`config.mk`:
```
export PLATFORM = sky130hd
export DESIGN_NAME = sha256_job_arbiter
export DESIGN_NICKNAME = d
export VERILOG_FILES = /design/src/rtl/sha256_job_arbiter.sv
export SDC_FILE = /design/constraint.sdc
export NUM_CORES = 1
export LEC_CHECK = 0
export ABC_AREA = 0
export BUFFER_PORTS_ARGS = -buffer_cell sky130_fd_sc_hd__buf_2
export CORE_UTILIZATION = 30
export DETAILED_ROUTE_END_ITERATION = 8
export PLACE_DENSITY = 0.57
export SLEW_MARGIN = 20
export SYNTH_ARGS = -nofsm -noshare
export SYNTH_HDL_FRONTEND = slang
export SYNTH_SLANG_ARGS = --single-unit
```
`constraint.sdc`:
```
create_clock -name clk -period 3.4 [get_ports clk]
set_clock_uncertainty 0.15 [all_clocks]
set_input_delay 0.85 -clock clk [delete_from_list [all_inputs] [get_ports clk]]
set_output_delay 0.85 -clock clk [all_outputs]
set_load 0.05 [all_outputs]
```
`src/rtl/sha256_job_arbiter.sv`:
```
// Round-robin job scheduler sharing one simplified_sha256 core among NUM_REQ requesters.
// Sequences the core start/done handshake, returns per-requester done/err pulses, and aborts hung jobs.
module sha256_job_arbiter #(
    parameter int NUM_REQ        = 4,
    parameter int ADDR_W         = 16,
    parameter int TIMEOUT_CYCLES = 4096
) (
    input  logic                      clk,
    input  logic                      reset,
    input  logic [NUM_REQ-1:0]        req,
    input  logic [NUM_REQ*ADDR_W-1:0] req_message_addr,
    input  logic [NUM_REQ*ADDR_W-1:0] req_output_addr,
    output logic [NUM_REQ-1:0]        grant,
    output logic [NUM_REQ-1:0]        job_done,
    output logic [NUM_REQ-1:0]        job_err,
    output logic                      busy,
    output logic                      core_start,
    output logic [ADDR_W-1:0]         core_message_addr,
    output logic [ADDR_W-1:0]         core_output_addr,
    output logic                      core_reset_n,
    input  logic                      core_done
);

    localparam int PTR_W = $clog2(NUM_REQ);
    localparam int WD_W  = (TIMEOUT_CYCLES > 0) ? $clog2(TIMEOUT_CYCLES + 1) : 1;
    localparam logic [WD_W-1:0]  WD_LAST = (TIMEOUT_CYCLES > 0) ? WD_W'(TIMEOUT_CYCLES - 1) : '0;
    localparam logic [PTR_W-1:0] PTR_MAX = PTR_W'(NUM_REQ - 1);

    typedef enum logic [2:0] {
        IDLE,
        START,
        RUN,
        DONE,
        ABORT
    } state_t;

    state_t              state_reg, state_next;
    logic [PTR_W-1:0]    ptr_reg, ptr_next;
    logic [PTR_W-1:0]    gidx_reg, gidx_next;
    logic [NUM_REQ-1:0]  grant_reg, grant_next;
    logic [ADDR_W-1:0]   msg_reg, msg_next;
    logic [ADDR_W-1:0]   out_reg, out_next;
    logic [WD_W-1:0]     wd_reg, wd_next;
    logic                abort_tail_reg, abort_tail_next;

    logic [PTR_W-1:0]    cand [NUM_REQ];
    logic [ADDR_W-1:0]   msg_slice [NUM_REQ];
    logic [ADDR_W-1:0]   out_slice [NUM_REQ];
    logic                win_found;
    logic [PTR_W-1:0]    win_idx;
    logic [WD_W-1:0]     wd_inc;
    logic                timeout_hit;
    logic [PTR_W-1:0]    ptr_adv;

    // cand[k] is the requester examined k-th in this round, starting at the pointer
    generate
        for (genvar gi = 0; gi < NUM_REQ; gi++) begin : g_req
            logic [PTR_W:0] sum;
            assign sum = {1'b0, ptr_reg} + (PTR_W+1)'(gi);
            assign cand[gi] = (sum >= (PTR_W+1)'(NUM_REQ)) ?
                              PTR_W'(sum - (PTR_W+1)'(NUM_REQ)) : sum[PTR_W-1:0];
            assign msg_slice[gi] = req_message_addr[gi*ADDR_W +: ADDR_W];
            assign out_slice[gi] = req_output_addr[gi*ADDR_W +: ADDR_W];
        end
    endgenerate

    always_comb begin
        win_found = 1'b0;
        win_idx   = '0;
        for (int k = 0; k < NUM_REQ; k++) begin
            if (!win_found && req[cand[k]]) begin
                win_found = 1'b1;
                win_idx   = cand[k];
            end
        end
    end

    assign wd_inc      = (wd_reg == '1) ? wd_reg : wd_reg + WD_W'(1);
    assign timeout_hit = (TIMEOUT_CYCLES != 0) && (wd_reg == WD_LAST);
    assign ptr_adv     = (gidx_reg == PTR_MAX) ? '0 : gidx_reg + PTR_W'(1);

    always_comb begin
        state_next      = state_reg;
        ptr_next        = ptr_reg;
        gidx_next       = gidx_reg;
        grant_next      = grant_reg;
        msg_next        = msg_reg;
        out_next        = out_reg;
        wd_next         = wd_reg;
        abort_tail_next = 1'b0;
        case (state_reg)
            IDLE: begin
                if (core_done && win_found) begin
                    state_next = START;
                    gidx_next  = win_idx;
                    grant_next = NUM_REQ'(1) << win_idx;
                    msg_next   = msg_slice[win_idx];
                    out_next   = out_slice[win_idx];
                    wd_next    = '0;
                end
            end
            START: begin
                wd_next = wd_inc;
                if (timeout_hit) begin
                    state_next = ABORT;
                end else if (!core_done) begin
                    state_next = RUN;
                end
            end
            RUN: begin
                // a finished hash wins over a watchdog expiring in the same cycle
                wd_next = wd_inc;
                if (core_done) begin
                    state_next = DONE;
                end else if (timeout_hit) begin
                    state_next = ABORT;
                end
            end
            DONE: begin
                state_next = IDLE;
                grant_next = '0;
                ptr_next   = ptr_adv;
            end
            ABORT: begin
                if (!abort_tail_reg) begin
                    abort_tail_next = 1'b1;
                end else begin
                    state_next = IDLE;
                    grant_next = '0;
                    ptr_next   = ptr_adv;
                end
            end
            default: begin
                state_next = IDLE;
                grant_next = '0;
            end
        endcase
    end

    always_ff @(posedge clk) begin
        if (reset) begin
            state_reg      <= IDLE;
            ptr_reg        <= '0;
            gidx_reg       <= '0;
            grant_reg      <= '0;
            msg_reg        <= '0;
            out_reg        <= '0;
            wd_reg         <= '0;
            abort_tail_reg <= 1'b0;
        end else begin
            state_reg      <= state_next;
            ptr_reg        <= ptr_next;
            gidx_reg       <= gidx_next;
            grant_reg      <= grant_next;
            msg_reg        <= msg_next;
            out_reg        <= out_next;
            wd_reg         <= wd_next;
            abort_tail_reg <= abort_tail_next;
        end
    end

    assign grant             = grant_reg;
    assign busy              = (state_reg != IDLE);
    assign core_start        = (state_reg == START);
    assign core_message_addr = msg_reg;
    assign core_output_addr  = out_reg;
    assign job_done          = (state_reg == DONE) ? grant_reg : '0;
    assign job_err           = (state_reg == ABORT && !abort_tail_reg) ? grant_reg : '0;
    // the core stays in reset alongside us and for both abort cycles
    assign core_reset_n      = !reset && (state_reg != ABORT);

endmodule

```
# ---- Yosys cells after proc, flatten, opt, wreduce, memory -nomap -nowiden
# Index checks and enable logic that the tools add are counted.
dict set report word_totals {
  word_cells 110
  output_inout_bits 47
  in_bits 135
  regBits 57
}
dict set report classes {
  reduce_logical 22
  eq_ne 13
  mux 45
  addsub 9
  shift 1
  bitwise_logic 3
  n_lt_le_gt_ge 9
}
# op count
set op_table {}
lappend op_table {{16-bit binary-select mux with 2-bit select} 2}
lappend op_table {{16-bit two-way mux} 4}
lappend op_table {{13-bit two-way mux} 2}
lappend op_table {{13-bit one-hot mux with 2 select lines} 1}
lappend op_table {{2-bit two-way mux} 10}
lappend op_table {{3-bit two-way mux} 6}
lappend op_table {{4-bit two-way mux} 4}
lappend op_table {{13-bit by 1-bit adder with 13-bit output (second input constant)} 1}
lappend op_table {{13-bit by 12-bit equality test with 1-bit output (second input constant)} 1}
lappend op_table {{13-bit equality test (second input constant)} 1}
lappend op_table {{3-bit greater-or-equal comparator (second input constant)} 4}
lappend op_table {{2-bit by 3-bit < comparator with 1-bit output (second input constant)} 4}
lappend op_table {{3-bit one-hot mux with 4 select lines} 1}
lappend op_table {{4-bit one-hot mux with 3 select lines} 1}
lappend op_table {{1-bit two-way mux} 9}
lappend op_table {{1-bit binary-select mux with 2-bit select} 4}
lappend op_table {{2-bit by 1-bit subtractor with 2-bit output (second input constant)} 4}
lappend op_table {{2-bit by 2-bit adder with 3-bit output (second input constant)} 2}
lappend op_table {{3-bit by 2-bit equality test with 1-bit output (second input constant)} 2}
lappend op_table {{1-bit logical AND} 6}
lappend op_table {{2-bit != test (second input constant)} 3}
lappend op_table {{3-bit != test (second input constant)} 2}
lappend op_table {{3-bit AND reduction} 2}
lappend op_table {{1-bit logical NOT} 5}
lappend op_table {{other kinds (17)} 21}

# ---- Longest topological paths before layout
dict set report logic_depth {
  ltp_word 18
  mapped_depth 7
  ltp_nobuf 6
}

# ---- Worst setup path before layout
# Ideal clock, no wire load.
dict set report synth_timing {
  path_kind {input -> output}
  from {input port reset}
  to {output port core_reset_n}
  stages 2
  path_slack_ns 0.601
  required_ns 2.400
  arrival_ns 1.799
  cell_sequence {clkbuf_1 -> a21oi_1}
}
dict set report synth_between {
  elab_chain_cells 2
}
# element line
set synth_lines {}
lappend synth_lines {{start, declared} 9} ;# input logic reset,
lappend synth_lines {{1-bit logical NOT} 170} ;# assign core_reset_n = !reset && (state_reg != ABORT);
lappend synth_lines {{1-bit logical AND} 170}
lappend synth_lines {{end, declared} 20} ;# output logic core_reset_n,
# No other way between the ends.

# ---- Final worst setup path
dict set report layout_timing {
  from {register state_reg[1]}
  to {output port job_err[0]}
}
dict set report layout_between {
  elab_chain_cells 3
}
# element line
set layout_lines {}
lappend layout_lines {{start, declared} 37} ;# state_t state_reg, state_next;
lappend layout_lines {{start signal, assigned} 151} ;# state_reg <= state_next;
lappend layout_lines {{3-bit equality test} 168} ;# assign job_err = (state_reg == ABORT && !abort_tail_reg) ? grant_reg : '0;
lappend layout_lines {{1-bit logical AND} 168}
lappend layout_lines {{4-bit two-way mux} 168}
lappend layout_lines {{end, declared} 15} ;# output logic [NUM_REQ-1:0] job_err,
# No other way between the ends.

==> metrics.md <==
| Metric | Value |
|---|---|
| Syn-to-layout area delta | `37.0%` |
| DRT iter0 DRCs | `112` |
| Antenna diodes | `0` |
| FMAX | `0.359 GHz` |
| Tmin final | `2.79 ns` |
| Power Internal | `1.53 mW` |
| Post-synthesis mux area share | `19.1%` |
| Row Count | `38` |
| Net Sw Frac | `29.7%` |
| Die H | `109 µm` |
| Total CTS buffers | `9` |
| Setup TNS | `0 ns` |
| Syn nets | `482` |
| Ys Warns | `0` |
| Worst path required time | `2.40 ns` |
| Layout cell share with drive strength beyond 1 | `46.4%` |
| P_sw | `644 µW` |
| # H-tree levels | `3` |
| Met1 Use GR | `18.3%` |
| Vias | `3176` |
| Critical path arrival | `1.79 ns` |
| EDFF count, synth | `0` |
| DRC viols | `0` |
| Post-cts sizing count | `0` |
| Sequential fraction of design power | `34.1%` |
| Worst Setup End Kind | `output pin` |
| Final WL | `8.87 mm` |
| Gr ovfl total | `0` |
| Final #Nets | `656` |
| RSZ-0062 raised after global routing | `no` |
| CP Launch Type | `register` |
| Synthesized instance count | `345` |
| GP Congestion | `0.767` |
| CTS clk-pin slew, worst paths | `0.05 ns` |
| Clock Latency Late Sink | `0.32 ns` |
| Max Slew Vio Count | `0` |
| Total GRT Usage | `14.8%` |
| Reg2Reg Setup Slack | `1.24 ns` |
| Gr busiest metal | `met2` |
| First-pass GRT wire length | `13.5 mm` |
| Hold Path Class | `reg2reg` |
| Met3 usage | `3.62%` |
| WS Path Type | `reg2out` |
| Max-cap violation count | `0` |
| CTS Sinks | `57` |
| Die Wd | `109 µm` |
| Final WS setup | `0.612 ns` |
| Initial antenna violation count | `0` |
| Post-synthesis adder-cell area fraction | `0.735%` |
| Mapped Area | `0.00340 mm²` |
| Part of the cycle the worst path needs | `82.0%` |
| Final Total Pwr | `2.17 mW` |
| Hold buffers post-CTS | `0` |
| ANT nets after route | `0` |
| Vias in the first global route | `2886` |
| CP Max Fanout | `13` |
| Top FF cell, synth | `dfxtp_1` |
| Area contributors post-synth | `dfxtp_1, mux2i_1, o221ai_2` |
| Hpwl dp | `6.81 mm` |
| Clock Power Share | `42.4%` |
| CTS Buffer Depth | `2` |
| Largest family of logic cells by synthesized area | `compound AO/OA/AOI/OAI gates` |
| Core Region | `0.0109 mm²` |
| Fillers | `1081` |
| Total die area | `0.0118 mm²` |
| Final Hold Fails | `0` |
| Initial core utilization | `31.1%` |
| Synth top area share | `33.5%` |
| Slew HR | `62.4%` |
| Compound-Gate Fraction of Synth Area | `19.2%` |
| #FFs+latches synth | `57` |
| Outcome | `finished, final reports clean` |
| Lkg Pwr | `2.14 nW` |
| Worst-margin pin slew | `0.564 ns` |
| Cell Pwr Density | `466 mW/mm²` |
| WL/cell | `13.4 µm` |
| Number of vias per cell | `4.78` |
| Combinational power share | `23.5%` |
| Hold Slack | `0.302 ns` |
| First-pass detailed-route iteration total | `4` |
| Root buffer cell | `clkbuf_16` |
| Synth Area in Simple Gates | `18.1%` |
| Setup Fix Bufs, Post-CTS | `0` |
| Async set-reset flop share out of synthesis | `0%` |
| TritonCTS clock tree | `yes` |
| Syn avg cell area | `9.87 µm²` |
| Post-Place Worst Slack | `0.657 ns` |
| Leading area contributor after synthesis | `dfxtp_1` |
| Register area share after synthesis | `33.5%` |
| Synth Area in XOR/XNOR | `2.06%` |
| Peak supply drop | `244 µV` |
| # setup viols final | `0` |
| Post-synthesis cell type count | `50` |
| Port Buffers | `181` |
| GRT met2 Usage | `24.9%` |
| Largest net degree at the start of global routing | `65` |
| IO Count | `182` |
logic make-up after synthesis:
family	count (synthesis)
compound gates	63
xor+xnor	8
fa+ha+maj	2
buf+inv	30
flops	57
mux	65
simple gates	120
worst max-delay path, stage by stage, from the launching register on:
cell     delay (ns)
dfxtp_1        0.42
nor2_1         0.27
nand2_1        0.11
nor2_1         0.24
and2_1         0.17
buf_2          0.26
final timing paths:
path | end | startpoint | depth (start not counted)
worst max-delay path | job_err[0] | state_reg[1]$_SDFFE_PP0P_ | 5
worst min-delay path | core_output_addr[1]$_SDFFE_PP0P_ | core_output_addr[1]$_SDFFE_PP0P_ | 2
worst max register to register | core_message_addr[5]$_SDFFE_PP0P_ | ptr_reg[0]$_SDFFE_PP0P_ | 6
worst min register to register | core_output_addr[1]$_SDFFE_PP0P_ | core_output_addr[1]$_SDFFE_PP0P_ | 2
metrics by stage:
stage	instance area (µm²)	util [%]	instances
after floorplan	3400	-	345
after global placement	4350	39.8	648
after detailed placement	4350	39.8	648
after CTS	4660	42.6	664
after global routing	4660	42.6	664
final	4660	42.6	664
final cells by class:
class,count,area [µm²],share of cell area (%)
well taps,140,175,3.76
clock inverters,2,35.0,0.751
flip-flops and latches,57,1140,24.5
inverters,6,22.5,0.483
repair buffers,187,988,21.2
clock buffers,14,274,5.88
multi-input cells,258,2030,43.5
Yosys cell counts (5+ instances only):
library cell,instances
a21oi_1,9
xor2_1,6
inv_1,5
mux2i_1,65
nor2_1,16
clkbuf_1,5
and3_1,10
o21ai_0,8
nand2_1,56
buf_4,7
dfxtp_1,57
nand3_1,6
nand2b_1,5
buf_12,6
o221ai_2,28
per-layer routing:
metal  wire length, µm  vias up
met5                 0        -
met4               104        0
met3               732       10
met2              4280      127
met1              3750     1416
li1                  -     1623
power by group through the flow:
stage / Combinational (mW) / Sequential (mW) / Clock [mW]
floorplan: 0.242 / 0.883 / 0
global placement: 0.510 / 0.754 / 0
detailed placement: 0.518 / 0.754 / 0
CTS: 0.518 / 0.741 / 0.942
global route: 0.551 / 0.746 / 0.974
finish: 0.510 / 0.741 / 0.920
placed cells by master (no fill, tap or decap), types with 2 or more instances in the layout:
cell type    n
nand4b_1     2
nand2_1     55
a31oi_1      2
o221ai_2    28
mux2i_1     65
nor2_1      16
and3_1      10
nand2b_1     4
clkbuf_8     3
buf_2      181
nand2_2      2
buf_4        3
o221ai_1     4
o21ai_1      2
nand3_1      6
xor2_1       6
buf_12       3
ha_1         2
nand4_1      4
inv_1        5
nor3_1       4
o21ai_0      8
dfxtp_1     57
clkbuf_16    9
and4_1       2
xnor2_1      2
and2_1       4
clkbuf_1     2
a21oi_1      9
(Power assumes the default switching activity.)
